==> src/rtl/baud_tick_gen.sv <==
// rtl/baud_tick_gen.sv - fractional baud/oversample tick generator
// One os_tick per P = act_int + carry clocks, with phase tracking, bit/mid markers and os_clk.
module baud_tick_gen #(
   parameter int DIV_W        = 16,
   parameter int FRAC_W       = 4,
   parameter int OSR          = 16,
   parameter int DEFAULT_DIV  = 325,
   parameter int DEFAULT_FRAC = 8
) (
   input  logic                    clk_i,
   input  logic                    rst_i,
   input  logic                    en_i,
   input  logic                    load_i,
   input  logic [DIV_W-1:0]        div_int_i,
   input  logic [FRAC_W-1:0]       div_frac_i,
   input  logic                    resync_i,
   output logic                    os_tick_o,
   output logic                    mid_tick_o,
   output logic                    bit_tick_o,
   output logic                    os_clk_o,
   output logic [$clog2(OSR)-1:0]  os_phase_o,
   output logic                    cfg_err_o
);

   localparam int PH_W = $clog2(OSR);

   logic [DIV_W:0]    cnt_q, cnt_d;
   logic [FRAC_W-1:0] acc_q, acc_d;
   logic [PH_W-1:0]   phase_q, phase_d;
   logic              os_clk_q, os_clk_d;
   logic              tick_q, tick_d, mid_q, mid_d, bit_q, bit_d;
   logic [DIV_W-1:0]  act_int_q, act_int_d, pend_int_q, pend_int_d;
   logic [FRAC_W-1:0] act_frac_q, act_frac_d, pend_frac_q, pend_frac_d;
   logic              pend_vld_q, pend_vld_d;
   logic              cfg_err_q, cfg_err_d;

   logic [FRAC_W:0]   sum;
   logic [DIV_W:0]    period;
   logic [DIV_W:0]    last;
   logic [PH_W-1:0]   phase_inc;
   logic              load_ok;
   logic              wrap;

   // The carry of the fractional accumulator stretches this period by one clock.
   assign sum       = {1'b0, acc_q} + {1'b0, act_frac_q};
   assign period    = {1'b0, act_int_q} + {{DIV_W{1'b0}}, sum[FRAC_W]};
   assign last      = period - {{DIV_W{1'b0}}, 1'b1};
   assign wrap      = en_i && (cnt_q == last);
   assign phase_inc = phase_q + 1'b1;
   assign load_ok   = load_i && (div_int_i >= DIV_W'(2));

   always_comb begin
      cnt_d       = cnt_q;
      acc_d       = acc_q;
      phase_d     = phase_q;
      os_clk_d    = os_clk_q;
      tick_d      = 1'b0;
      mid_d       = 1'b0;
      bit_d       = 1'b0;
      act_int_d   = act_int_q;
      act_frac_d  = act_frac_q;
      pend_int_d  = pend_int_q;
      pend_frac_d = pend_frac_q;
      pend_vld_d  = pend_vld_q;
      cfg_err_d   = cfg_err_q;

      if (load_i) begin
         if (load_ok) begin
            pend_int_d  = div_int_i;
            pend_frac_d = div_frac_i;
            pend_vld_d  = 1'b1;
            cfg_err_d   = 1'b0;
         end else begin
            cfg_err_d   = 1'b1;
         end
      end

      if (resync_i) begin
         cnt_d   = '0;
         acc_d   = '0;
         phase_d = '0;
         if (load_ok) begin
            act_int_d  = div_int_i;
            act_frac_d = div_frac_i;
            pend_vld_d = 1'b0;
         end
      end else if (en_i) begin
         if (wrap) begin
            cnt_d    = '0;
            acc_d    = sum[FRAC_W-1:0];
            phase_d  = phase_inc;
            os_clk_d = ~os_clk_q;
            tick_d   = 1'b1;
            bit_d    = (phase_inc == '0);
            mid_d    = (phase_inc == PH_W'(OSR / 2));
            // A load landing on the wrap cycle stays pending for the following period.
            if (pend_vld_q) begin
               act_int_d  = pend_int_q;
               act_frac_d = pend_frac_q;
               if (!load_ok) pend_vld_d = 1'b0;
            end
         end else begin
            cnt_d = cnt_q + 1'b1;
         end
      end
   end

   always_ff @(posedge clk_i) begin
      if (rst_i) begin
         cnt_q       <= '0;
         acc_q       <= '0;
         phase_q     <= '0;
         os_clk_q    <= 1'b0;
         tick_q      <= 1'b0;
         mid_q       <= 1'b0;
         bit_q       <= 1'b0;
         act_int_q   <= DIV_W'(DEFAULT_DIV);
         act_frac_q  <= FRAC_W'(DEFAULT_FRAC);
         pend_int_q  <= DIV_W'(DEFAULT_DIV);
         pend_frac_q <= FRAC_W'(DEFAULT_FRAC);
         pend_vld_q  <= 1'b0;
         cfg_err_q   <= 1'b0;
      end else begin
         cnt_q       <= cnt_d;
         acc_q       <= acc_d;
         phase_q     <= phase_d;
         os_clk_q    <= os_clk_d;
         tick_q      <= tick_d;
         mid_q       <= mid_d;
         bit_q       <= bit_d;
         act_int_q   <= act_int_d;
         act_frac_q  <= act_frac_d;
         pend_int_q  <= pend_int_d;
         pend_frac_q <= pend_frac_d;
         pend_vld_q  <= pend_vld_d;
         cfg_err_q   <= cfg_err_d;
      end
   end

   assign os_tick_o  = tick_q;
   assign mid_tick_o = mid_q;
   assign bit_tick_o = bit_q;
   assign os_clk_o   = os_clk_q;
   assign os_phase_o = phase_q;
   assign cfg_err_o  = cfg_err_q;

endmodule

==> config.mk <==
export PLATFORM = sky130hd
export DESIGN_NAME = baud_tick_gen
export DESIGN_NICKNAME = d
export VERILOG_FILES = /design/src/rtl/baud_tick_gen.sv
export SDC_FILE = /design/constraint.sdc
export NUM_CORES = 1
export LEC_CHECK = 0
export ABC_AREA = 1
export BUFFER_PORTS_ARGS = -buffer_cell sky130_fd_sc_hd__buf_2
export CAP_MARGIN = 0
export CORE_ASPECT_RATIO = 0.7
export CORE_MARGIN = 8
export CORE_UTILIZATION = 40
export DETAILED_ROUTE_END_ITERATION = 7
export GPL_TIMING_DRIVEN = 1
export SLEW_MARGIN = 20
export SYNTH_ARGS = -nofsm -noshare
export SYNTH_HDL_FRONTEND = slang
export SYNTH_SLANG_ARGS = --single-unit
==> constraint.sdc <==
create_clock -name clk_i -period 3.6 [get_ports clk_i]
set_clock_uncertainty 0.15 [all_clocks]
set_input_delay 0.36 -clock clk_i [delete_from_list [all_inputs] [get_ports clk_i]]
set_output_delay 0.36 -clock clk_i [all_outputs]
set_load 0.03 [all_outputs]
# Word level (Yosys, flattened, before mapping)

Cells that the tools add are included.

Output and inout bits: 9
Input bits: 25
Register bits: 71

Reductions and logical operators: 13
Multiplexer cells: 21
Order comparisons: 1
Add/subtract/negate cells: 5
Bitwise logic cells: 4
Equality and inequality tests: 3

Operators with widths:

| cell                    | number |
|---|---|
| $mux W16                | 5 |
| $mux W4                 | 5 |
| $add A16 B1 Y17         | 1 |
| $add A17 B1 Y17 const B | 1 |
| $eq A17 B17 Y1          | 1 |
| $mux W17                | 1 |
| $sub A17 B1 Y17 const B | 1 |
| $ge A16 B2 Y1 const B   | 1 |
| $mux W1                 | 10 |
| $reduce_bool A2 Y1      | 3 |
| $add A4 B4 Y5           | 1 |
| $add A4 B1 Y4 const B   | 1 |
| $eq A4 B4 Y1 const B    | 1 |
| $logic_not A4 Y1        | 1 |
| $not A1 Y1              | 4 |
| $reduce_and A2 Y1       | 2 |
| $reduce_and A4 Y1       | 1 |
| $reduce_or A4 Y1        | 1 |
| $reduce_and A3 Y1       | 1 |
| $reduce_or A3 Y1        | 1 |
| $logic_and A1 B1 Y1     | 2 |
| $ne A2 B1 Y1 const B    | 1 |
| $reduce_or A2 Y1        | 1 |

# Logic depth before layout (Yosys ltp)

Gate-level depths: netlist of run 1.

Depth in word-level cells: 9
Mapped depth: 22
Gate-level depth less buffers: 21

# Least setup slack after synthesis of run 1

OpenSTA, ideal clock, no wires.

Path type: register to register
From: register acc_q[0]
To: register phase_q[0], in the netlist os_phase_o[0]
Arrival: 2.812 ns
Data required time: 3.317 ns
Setup time: 0.133 ns
Path slack: 0.505 ns
Stages on the path, launching flop included: 18
Path buffers: 1
Cells stage by stage: dfxtp_1 > ha_1 > inv_1 > fa_1 > o21ai_0 > a21oi_1 > ha_1 > ha_1 > xnor2_1 > nor2_1 > nand2_1 > nor2_1 > nand2_1 > nor2_1 > nand2_1 > o21ai_1 > buf_4 > mux2i_1

Cells in the longest elaborated chain, start to end: 6

Ends and longest elaborated chain:

| what                        | RTL line | source |
|---|---|---|
| from (decl)                 | 28       | `logic [FRAC_W-1:0] acc_q, acc_d;` |
| from (signal assigned)      | 111      | `acc_q <= '0;` |
| from (signal assigned)      | 125      | `acc_q <= acc_d;` |
| $add A4 B4 Y5               | 45       | `assign sum = {1'b0, acc_q} + {1'b0, act_frac_q};` |
| $add A16 B1 Y17             | 46       | `assign period = {1'b0, act_int_q} + {{DIV_W{1'b0}}, sum[FRAC_W]};` |
| $sub A17 B1 Y17             | 47       | `assign last = period - {{DIV_W{1'b0}}, 1'b1};` |
| $eq A17 B17 Y1              | 48       | `assign wrap = en_i && (cnt_q == last);` |
| $logic_and A1 B1 Y1         | 48       |  |
| $reduce_and A2 Y1 (no line) | --       |  |
| to (signal assigned)        | 126      | `phase_q <= phase_d;` |
| to (decl)                   | 29       | `logic [PH_W-1:0] phase_q, phase_d;` |

No other way between the ends.
A chain may end at the register's enable or synchronous reset.

# Final worst setup path of run 1

From: register act_frac_q[0]
To: register act_frac_q[2]

Cells in the longest elaborated chain, start to end: 7

Ends and longest elaborated chain:

| what                         | RTL line | source |
|---|---|---|
| from (decl)                  | 33       | `logic [FRAC_W-1:0] act_frac_q, act_frac_d, pend_frac_q, pend_frac_d;` |
| from (signal assigned)       | 118      | `act_frac_q <= FRAC_W'(DEFAULT_FRAC);` |
| from (signal assigned)       | 132      | `act_frac_q <= act_frac_d;` |
| $add A4 B4 Y5                | 45       |  |
| $add A16 B1 Y17              | 46       |  |
| $sub A17 B1 Y17              | 47       |  |
| $eq A17 B17 Y1               | 48       |  |
| $logic_and A1 B1 Y1          | 48       |  |
| $reduce_bool A2 Y1 (no line) | --       |  |
| $reduce_and A4 Y1 (no line)  | --       |  |

No other way between the ends.

==> results of run 1 <==
## logic make-up after synthesis
group / after synthesis
flops: 71
compound gates: 72
buf+inv: 86
mux: 1
xor+xnor: 25
simple gates: 364
fa+ha+maj: 9
## metrics by stage
stage | instance area, um^2 | power (mW) | setup WS [ns] | util (%)
6_report | 4630 | 1.87 | 0.264 | 47.5
5_1_grt | 4630 | 1.96 | 0.0356 | 47.5
4_1_cts | 4580 | 1.88 | 0.0224 | 46.9
3_5_place_dp | 4320 | 1.09 | 0.0242 | 44.3
3_3_place_gp | 4320 | 1.09 | 0.0883 | 44.3
2_1_floorplan | 4030 | 1.02 | 0.505 | -
## worst min-delay path, cell delays in order
cell and delay [ns]:
buf_2 0.09, nand2_1 0.05, nand3_1 0.05
## sequential cells by signal, indices dropped and copies added, names as in the netlist
| name | count |
|---|---|
| cnt_q | 17 |
| act_int_q | 16 |
| pend_int_q | 16 |
| acc_q | 4 |
| act_frac_q | 4 |
| os_phase_o | 4 |
| pend_frac_q | 4 |
| bit_tick_o | 1 |
| cfg_err_o | 1 |
| mid_tick_o | 1 |
| os_clk_o | 1 |
| os_tick_o | 1 |
| pend_vld_q | 1 |
## what timing repair did
item	4_1_cts	5_1_grt
pin swaps	0	3
resized for setup	1	13
setup buffers	0	1
gates cloned	0	1
hold buffers	0	0
setup endpoints to repair	1	45
## power groups by stage
stage	registers (mW)	logic, mW	clock network [mW]
floorplan	0.855	0.164	0
global placement	0.861	0.226	0
detailed placement	0.862	0.230	0
CTS	0.845	0.231	0.806
global route	0.849	0.269	0.846
finish	0.845	0.237	0.789
## cell usage after synthesis
cell / number / area [um^2]
o211a_1: 1 / 10.0
nand3_1: 41 / 205
mux2i_1: 1 / 10.0
o21ai_0: 32 / 160
o22ai_1: 1 / 6.26
nand2_1: 193 / 724
nor2_4: 3 / 33.8
nand4_1: 7 / 43.8
buf_6: 1 / 11.3
clkinv_1: 2 / 7.51
inv_1: 59 / 221
nand3_2: 1 / 10.0
a211oi_1: 1 / 7.51
ha_1: 8 / 100
nand3_4: 1 / 17.5
clkbuf_1: 13 / 48.8
fa_1: 1 / 20.0
and2_1: 1 / 6.26
buf_4: 1 / 7.51
nor4_1: 4 / 25.0
o21ai_1: 2 / 10.0
nor2_1: 91 / 342
nand3b_1: 6 / 45.0
nor3_1: 11 / 55.1
o22a_1: 1 / 8.76
nor3b_1: 3 / 22.5
dfxtp_1: 71 / 1420
a31oi_1: 1 / 6.26
xor2_1: 15 / 131
inv_2: 3 / 11.3
nor2_2: 1 / 6.26
buf_2: 7 / 35.0
or2_2: 1 / 6.26
a21oi_1: 33 / 165
xnor2_1: 10 / 87.6
## layer usage
| layer | vias up | track usage, % | share of wire [%] |
|---|---|---|---|
| met1 | 1792 | 23.9 | 53 |
| met4 | 0 | 4.12 | 0.76 |
| met3 | 6 | 3.74 | 5.2 |
| met5 | - | 0 | 0 |
| met2 | 88 | 23.3 | 41 |
| li1 | 2058 | - | - |
## worst max-delay path by stage
stage | from | end | slack (ns) | cells after the start
2_1_floorplan | acc_q[0]$_SDFFE_PP0P_ | os_phase_o[0]$_SDFFE_PP0P_ | 0.50 | 17
3_3_place_gp | act_frac_q[0]$_SDFFE_PP0P_ | act_frac_q[0]$_SDFFE_PP0P_ | 0.09 | 19
3_5_place_dp | acc_q[0]$_SDFFE_PP0P_ | act_frac_q[0]$_SDFFE_PP0P_ | 0.02 | 19
4_1_cts | acc_q[0]$_SDFFE_PP0P_ | act_frac_q[2]$_SDFFE_PP0P_ | 0.02 | 19
5_1_grt | act_frac_q[0]$_SDFFE_PP0P_ | bit_tick_o$_SDFF_PP0_ | 0.04 | 20
6_report | act_frac_q[0]$_SDFFE_PP0P_ | act_frac_q[2]$_SDFFE_PP0P_ | 0.26 | 19
## layout make-up
type	instances	area (um^2)	share of cell area, %
clock buffer	10	229	4.94
timing repair buffer	43	248	5.35
multi-input combinational	472	2310	49.8
clock inverter	4	25.0	0.540
inverter	64	240	5.19
sequential	71	1420	30.7
tap	128	160	3.46
==> impl_results.md, run 1 <==
- Synth Net Count: around 660
- First-pass GRT wire length: ~18000 um
- Most frequent cells in the layout: nand2_1 (191), nor2_1 (90), dfxtp_1 (71), inv_1 (59), nand3_1 (41)
- WL per Instance: 13.5 um
- Crit-path max cell delay: approximately 0.34 ns
- Hold WC Path Type: primary input to flip-flop
- Syn_area_per_cell: 6.42 um^2
- Grt total ovfl: 0
- TritonCTS Buffers: 9
- Internal: 1.36 mW
- Max stage delay cell, worst path: dfxtp_1
- Post-Syn Instances: 628
- Area of the core: approximately 9800 um^2
- Pwr dens: approximately 400 nW/um^2
- Sw Share: 27.4%
- Root Driver: clkbuf_16
- Crit path time final: approximately 3.3 ns
- Hold path endpoint: pend_int_q[0]$_SDFFE_PP1P_
- Hold Startpoint: div_int_i[0]
- Peak Freq: 300 MHz
- Adder-Cell Fraction of Synth Area: 2.98%
- Routed WL: around 11000 um
- DR vias/cell: ~5
- Synth warnings: 0
- Combinational share of power: 12.7%
- Gpl congestion: 0.869
- Combinational family with the most area after synthesis: simple AND/OR/NAND/NOR gates
- Die width: 136 um
- Mapped cell area: slightly above 4000 um^2
- Residual DRC: 0
- Synth Area in XOR/XNOR: 5.43%
- R2R depth: 19
- Post-synthesis simple-gate area fraction: 38.3%
- Top cell by count, worst path: nor2_1
- CTS Sinks: 71
- Max cap viols: 0
- Port Buffers: 33
- Sum Neg Setup Slack: 0 ns
- Hold Slack: 0.0992 ns
- Die area: 13600 um^2
- Clock share of power: a little over two fifths
- Row count: 30
- Critical Path RT: around 3.7 ns
- Reg2Reg Capture Point: act_frac_q[2]$_SDFFE_PP0P_
- Mux share of post-synthesis cell area: 0.248%
- CP top delay family: simple AND/OR/NAND/NOR gates
- Crit-path cells: ha_1 -> inv_1 -> fa_2 -> o21ai_1 -> a21oi_1 -> ha_2 -> ha_2 -> xnor2_1 -> nor2_1 -> nand2_1 -> nor2_1 -> nand2_1 -> nor2_1 -> nand2_1 -> nor2_4 -> nand3_4 -> buf_6 -> a21oi_1 -> nor2_1
- Layout area overhead: 14.9%
- Reg clk slew, reported paths: 0.06 ns
- Flop pwr share: approximately 45%
- RR Startpoint: act_frac_q[0]$_SDFFE_PP0P_
- Worst-Margin Slew: 0.559 ns
- Io pins: 34
- Number of detailed-route iterations in the first pass: 5
- Compound-gate portion of the synthesized area: 9.28%
- CTS tree: yes
- Drt initial violations: 322
- Synth unique cells: 35
- Status: finished clean
- CP Capture Type: flip-flop
- Net switching power figure: 0.512 mW
- ANT nets after route: 0
- Peak supply drop: around 0.28 mV
- RSZ-0062 raised after global routing: no
- Final setup viols: 0
- Die outline height: between 90 and 100 um
- Largest net degree at the start of global routing: 38
- Final slew viol count: 0
- Share of layout cells above drive strength 1: 11.1%
- Worst Path Buf+Inv: 2
- Final nets: just under 700
- CTS H-tree lvls: 3
- Hold path cells: 3
- Reg2Reg Setup Slack: roughly 0.26 ns
- ANT cells: 0
- Leak: between 2 and 2.5 nW
- Number of global-route vias before repair: 3513
- DPL Wire Length: 8130 um
- Final Hold Vio Count: 0
- Worst-Skew Late Latency: 0.33 ns
- Starting Density: about two fifths
- Yosys reg bits: slightly above 70
- Initial antenna violation count: 0
- CP max FO: 12
- Most common cell after layout, fill and taps aside: nand2_1
- Final Non-Filler Cells: 792
- Cell Count Post-Placement: 776
- Fill cell count: 1011
- Sequential fraction of the synthesis area: between 30% and 40%
- GRT Overall Usage: 16.3%
- Via Count: 3944
- Final period util: 92.7%
- Max-slew headroom: 62.3%
- Worst setup SP type: flip-flop
- Critical path arrival: 3.41 ns
- Clock buffer depth: 2
- Classification of the worst setup path: flip-flop to flip-flop
Power figures use the tool's default switching activity.
==> run 2, diff against run 1 <==
ABC_CLOCK_PERIOD_IN_PS = 3600   (was not set)
REMOVE_ABC_BUFFERS = 1   (was not set)
==> run 2 against run 1 <==
Compared with the run above:
- non-clock buffer count up 7
- flip-flop and latch count unchanged
- cell count up 1.1%
- total power up 4.8%
- global-route usage down 0.73 points
- critical path type unchanged
- largest power group is now the clock network
==> impl_results.md, run 2 (synthesized netlist as in run 1, its figures left out) <==
- CP max FO: 7
- Die outline height: roughly 100 um
- Tot Pwr: approximately 2.0 mW
- ANT cells: 0
- Wl on met1: 5380 um
- Share of layout cells above drive strength 1: 12.9%
- Most flop-heavy register: cnt_q
- Critical path arrival: 3.44 ns
- Most common cell after layout, fill and taps aside: nand2_1
- Sum Neg Setup Slack: 0 ns
- Routed WL: between 10000 and 15000 um
- Hold Slack: 0.0988 ns
- First-pass GRT wire length: ~17000 um
- Worst-Margin Slew: 1.00 ns
- Final slew viol count: 0
- Critical Path RT: 3.72 ns
- Via Count: 3919
- Io pins: 34
- CTS Sinks: a little over 70
- Root Driver: clkbuf_16
- Hold WC Path Type: primary input to flip-flop
- DPL Wire Length: about 7600 um
- Starting Density: 41.3%
- DR vias/cell: 4.89
- Drt initial violations: 225
- Dpl cell area: 4310 um^2
- Highest metal used: met4
- CP Capture Type: flip-flop
- Die width: 136 um
- Area of the core: 9760 um^2
- Number of detailed-route iterations in the first pass: 5
- Residual DRC: 0
- Initial antenna violation count: 0
- Classification of the worst setup path: flip-flop to flip-flop
- Post-Place Setup Slack: between 0.04 and 0.05 ns
- CTS tree: yes
- Worst setup margin: 0.278 ns
- Layout area overhead: 18.4%
- ANT nets after route: 0
- Worst setup SP type: flip-flop
- Gpl congestion: 0.897
- Most frequent cells in the layout: nand2_1 (191), nor2_1 (89), dfxtp_1 (69), inv_1 (59), nand3_1 (41)
- TritonCTS Buffers: 9
- Final period util: 92.3%
- Die area: 13600 um^2
- Largest net degree at the start of global routing: 38
- Final Hold Vio Count: 0
- Leak: approximately 2.2 nW
- CTS H-tree lvls: 3
- GRT Overall Usage: between 10% and 20%
- Largest register FFs: 17
- Row count: 30
- WL per Instance: 13.0 um
- Peak Freq: 301 MHz
- Port Buffers: 33
- Met2 wire len: ~4300 um
- Fin area: 4770 um^2
- Met3 routed WL: 558 um
- Pwr dens: roughly 410 nW/um^2
- Number of global-route vias before repair: 3596
- Clock buffer depth: 2
- Status: finished clean
- Crit path time final: 3.32 ns
- Peak supply drop: 0.316 mV
- Worst-Skew Late Latency: about 0.33 ns
- Fill cell count: 995
- Hold Buf Count CTS: 0
- Reg clk slew, reported paths: 0.06 ns
- Grt total ovfl: 0
- Final setup viols: 0
- Final nets: 702
- Max-slew headroom: 33.0%
- Max cap viols: 0
- Biggest regs: cnt_q x17, act_int_q x16, pend_int_q x16
run 2: worst max-delay path, cell delays in order (launching register included):
cell,delay [ns]
dfxtp_2,0.33
ha_2,0.17
inv_1,0.06
fa_2,0.40
o21ai_2,0.14
a21oi_2,0.07
ha_2,0.22
ha_4,0.22
xnor2_1,0.11
nor2_1,0.15
nand2_1,0.08
nor2_1,0.08
nand2_1,0.05
nor2_1,0.08
nand2_1,0.10
nor2_4,0.23
nand3_4,0.18
clkbuf_16,0.22
nand3_1,0.06
nand2_1,0.05
nor2_1,0.12
run 2: layer usage:
layer	GRT usage, %	vias to the layer above
met5	0	-
met4	4.88	0
met3	3.99	9
met2	23.5	75
met1	21.3	1762
li1	-	2073
run 2: worst paths after layout:
| kind | startpoint | to | slack, ns | depth (start not counted) |
|---|---|---|---|---|
| worst max-delay path | acc_q[0]$_SDFFE_PP0P_ | act_int_q[10]$_SDFFE_PP0P_ | 0.28 | 20 |
| worst min-delay path | div_frac_i[3] | pend_frac_q[3]$_SDFFE_PP1P_ | 0.1 | 3 |
| worst max register to register | acc_q[0]$_SDFFE_PP0P_ | act_int_q[10]$_SDFFE_PP0P_ | 0.28 | 20 |
| worst min register to register | pend_int_q[10]$_SDFFE_PP0P_ | pend_int_q[10]$_SDFFE_PP0P_ | 0.29 | 2 |
run 2: final cells by class:
class / instances / area (um^2) / share of cell area, %
multi-input combinational: 472 / 2330 / 48.9
sequential: 71 / 1420 / 29.8
timing repair buffer: 50 / 322 / 6.74
clock buffer: 13 / 250 / 5.24
inverter: 64 / 240 / 5.03
tap: 128 / 160 / 3.36
clock inverter: 3 / 42.5 / 0.891
run 2: report_power, final:
| group | total (mW) | internal [mW] | switching [mW] |
|---|---|---|---|
| combinational | 0.234 | 0.0864 | 0.148 |
| clock | 0.882 | 0.555 | 0.327 |
| sequential | 0.844 | 0.819 | 0.0246 |
run 2: timing repair:
| item | 4_1_cts | 5_1_grt |
|---|---|---|
| endpoints found under the setup margin | 0 | 36 |
| buffers inserted | 0 | 8 |
| resized for setup | 0 | 21 |
run 2: through the flow:
step,instances,utilization [%]
finish,801,48.9
global route,801,48.9
global placement,775,44.2
CTS,791,47.2
detailed placement,775,44.2
floorplan,606,-
==> run 3, diff against run 2 <==
ABC_AREA = not set   (was 1)
==> run 3 against run 2 <==
Compared with the run above:
- synthesized area decreased by 3.6%
- the run now ends with setup timing left
- fmax decreased by 9.5%
- non-clock buffer count increased by 21
- setup slack got worse by 0.35 ns
==> impl_results.md, run 3 <==
- Number of detailed-route iterations in the first pass: 5
- Biggest regs: cnt_q x17, act_int_q x16, pend_int_q x16
- Row count: 30
- Leak: 1.86 nW
- Io pins: 34
- Worst-Skew Late Latency: 0.34 ns
- Reg clk slew, reported paths: 0.06 ns
- Critical Path RT: 3.72 ns
- DR vias/cell: 5.61
- Failing checks: setup timing
- DPL Wire Length: 7270 um
- CTS H-tree lvls: 3
- Reg2Reg Setup Slack: -0.07 ns
- Most flop-heavy register: cnt_q
- Most common cell after layout, fill and taps aside: dfxtp_1
- Layout area overhead: 29.6%
- Residual DRC: 0
- Drt initial violations: 193
- Die outline height: 98.4 um
- Max stage delay cell, worst path: or4_4
- Worst setup margin: -0.0697 ns
- Worst setup path end: os_phase_o[3]$_SDFFE_PP0P_
- Ys flop type: dfxtp_1
- Largest net degree at the start of global routing: 50
- Post-Place Setup Slack: -0.307 ns
- Peak Freq: 273 MHz
- CTS tree: yes
- GRT Overall Usage: ~17%
- Count leader, synth: dfxtp_1
- Initial antenna violation count: 0
- Max cap viols: 0
- Synth area leaders: dfxtp_1 (37%), a21oi_1 (6.1%), nand2_1 (5.4%)
- WL per Instance: roughly 17 um
- Routed WL: 11100 um
- Reg2Reg Capture Point: os_phase_o[3]$_SDFFE_PP0P_
- Port Buffers: 33
- Critical path arrival: 3.79 ns
- Fill cell count: 914
- Sum Neg Setup Slack: -0.456 ns
- Flop pwr share: 44.4%
- Pwr dens: approximately 380 nW/um^2
- Final Non-Filler Cells: 656
- Post-Syn Instances: 470
- Internal: approximately 1.4 mW
- CTS Sinks: 71
- Via Count: 3678
- Critical path origin: act_frac_q[0]$_SDFFE_PP0P_
- Clock share of power: 44.4%
- Area of the multi-input gates: 2570 um^2
- RR Startpoint: act_frac_q[0]$_SDFFE_PP0P_
- Sw Share: 25.3%
- First-pass GRT wire length: about 18000 um
- Status: finished, violations left
- Gpl congestion: 0.879
- ANT cells: 0
- Most frequent cells in the layout: dfxtp_1 (69), nand2_1 (56), a21oi_1 (44), buf_2 (33), nor2_1 (29)
- Area leader, netlist: dfxtp_1
- Final period util: 102%
- Starting Density: 40.6%
- Combinational share of power: 11.2%
- TritonCTS Buffers: 9
- Sequential fraction of the synthesis area: ~37%
- Die width: 134 um
- CP max FO: 8
- RSZ-0062 raised after global routing: yes
- Synth unique cells: 59
- Post-synth top area share: 36.6%
- Grt total ovfl: 0
- Top cells by count, synth: dfxtp_1 (71), nand2_1 (56), a21oi_1 (47)
- Yosys reg bits: 71
- Final setup viols: 29
- Cell Count Post-Placement: approximately 630
- Max-slew headroom: 47.3%
- Crit-path cells: ha_4 -> inv_2 -> fa_2 -> inv_2 -> a21o_1 -> a21oi_2 -> ha_2 -> buf_6 -> ha_4 -> a31oi_4 -> a2111oi_4 -> nand4b_1 -> or4_4 -> buf_6 -> or4_4 -> a21oi_2
- Root Driver: clkbuf_16
- Post-synth EDFFs: 0
- Net switching power figure: 0.480 mW
- Number of global-route vias before repair: 3572
- Syn_area_per_cell: 8.26 um^2
- Hold Buf Count CTS: 0
- R2R depth: 16
- Worst setup SP type: flip-flop
- CP Capture Type: flip-flop
- Crit-path max cell delay: 0.52 ns
- ANT nets after route: 0
- Share of layout cells above drive strength 1: 29.2%
- Final Hold Vio Count: 0
- Clock buffer depth: 2
- Crit path time final: 3.67 ns
- Largest register FFs: 17
- Synth warnings: 0
- Async SR Flop Fraction: 0%
- Final slew viol count: 0
- Area of the core: roughly 9600 um^2
- Final nets: 557
- Die area: 13200 um^2
- Peak supply drop: 0.225 mV
- Mapped cell area: slightly below 4000 um^2
- Classification of the worst setup path: flip-flop to flip-flop
- Hold WC Path Type: primary input to flip-flop
- Reg area: about 1400 um^2
- Worst-Margin Slew: 0.789 ns
## run 3: cell types whose count changed after synthesis, moves of 15 or more
cell	delta
o21ai_0	-22
nor3_1	+24
mux2_2	+15
nor2_1	-62
nand2_1	-137
inv_1	-49
nand3_1	-27
## run 3: layer usage
metal / GRT usage, % / vias up / share of wire, % / routed length [um]
met1: 23.5 / 1758 / 49 / 5470
met2: 23.8 / 110 / 43 / 4810
li1: - / 1790 / - / -
met3: 4.67 / 20 / 6.2 / 693
met4: 5.16 / 0 / 1.3 / 143
met5: 0 / - / 0 / 0
## run 3: cells by family (layout without fill, tap and decap cells)
logic type	after synthesis	after routing	synth area share, %
AO/OA/AOI/OAI	88	88	13.9
XOR/XNOR	34	34	7.67
adder cells (fa/ha/maj)	9	9	3.09
buffers and inverters	39	97	4.06
flip-flops	71	71	36.6
multiplexers	24	24	6.67
AND/OR/NAND/NOR	205	205	28.1
## run 3: worst min-delay path by stage
stage | from | to | cells past startpoint
finish | div_int_i[0] | pend_int_q[0]$_SDFFE_PP1P_ | 3
global route | div_int_i[0] | pend_int_q[0]$_SDFFE_PP1P_ | 3
CTS | div_int_i[0] | pend_int_q[0]$_SDFFE_PP1P_ | 3
detailed placement | pend_int_q[0]$_SDFFE_PP1P_ | pend_int_q[0]$_SDFFE_PP1P_ | 2
global placement | pend_int_q[0]$_SDFFE_PP1P_ | pend_int_q[0]$_SDFFE_PP1P_ | 2
floorplan | pend_frac_q[3]$_SDFFE_PP1P_ | pend_frac_q[3]$_SDFFE_PP1P_ | 2
## run 3: per-stage QoR
step	instance area, um^2	power (mW)	hold slack [ns]	util, %
after floorplan	3760	0.956	0.279	-
after global placement	4330	1.04	0.291	45.2
after detailed placement	4330	1.04	0.297	45.2
after CTS	4780	1.90	0.0945	49.9
after global routing	5030	1.97	0.108	52.6
final	5030	1.90	0.104	52.6
## run 3: worst max-delay path, delay by kind of cell (launching register included)
family,cells,cell delay [ns]
adders and majority gates,4,0.77
DFF,1,0.33
buffers and inverters,4,0.33
AOI/OAI and AO/OA,5,0.83
and+or+nand+nor,3,1.18
## run 3: layout make-up
| type | instances | area share [%] |
|---|---|---|
| Clock buffer | 12 | 5.09 |
| Clock inverter | 4 | 0.596 |
| Inverter | 10 | 0.746 |
| Multi-Input combinational cell | 360 | 51.1 |
| Sequential cell | 71 | 28.3 |
| Tap cell | 128 | 3.18 |
| Timing Repair Buffer | 71 | 11.0 |
## run 3: power by group through the flow
stage | registers (mW) | clock network (mW) | logic, mW
3_3_place_gp | 0.854 | 0 | 0.182
3_5_place_dp | 0.855 | 0 | 0.186
6_report | 0.842 | 0.843 | 0.212
5_1_grt | 0.846 | 0.896 | 0.233
4_1_cts | 0.838 | 0.862 | 0.201
2_1_floorplan | 0.848 | 0 | 0.108
## run 3: timing repair
action | 4_1_cts | 5_1_grt
pin swaps | 13 | 7
gates cloned | 1 | 2
setup endpoints to repair | 47 | 49
buffers inserted | 8 | 0
gates resized for setup | 24 | 51
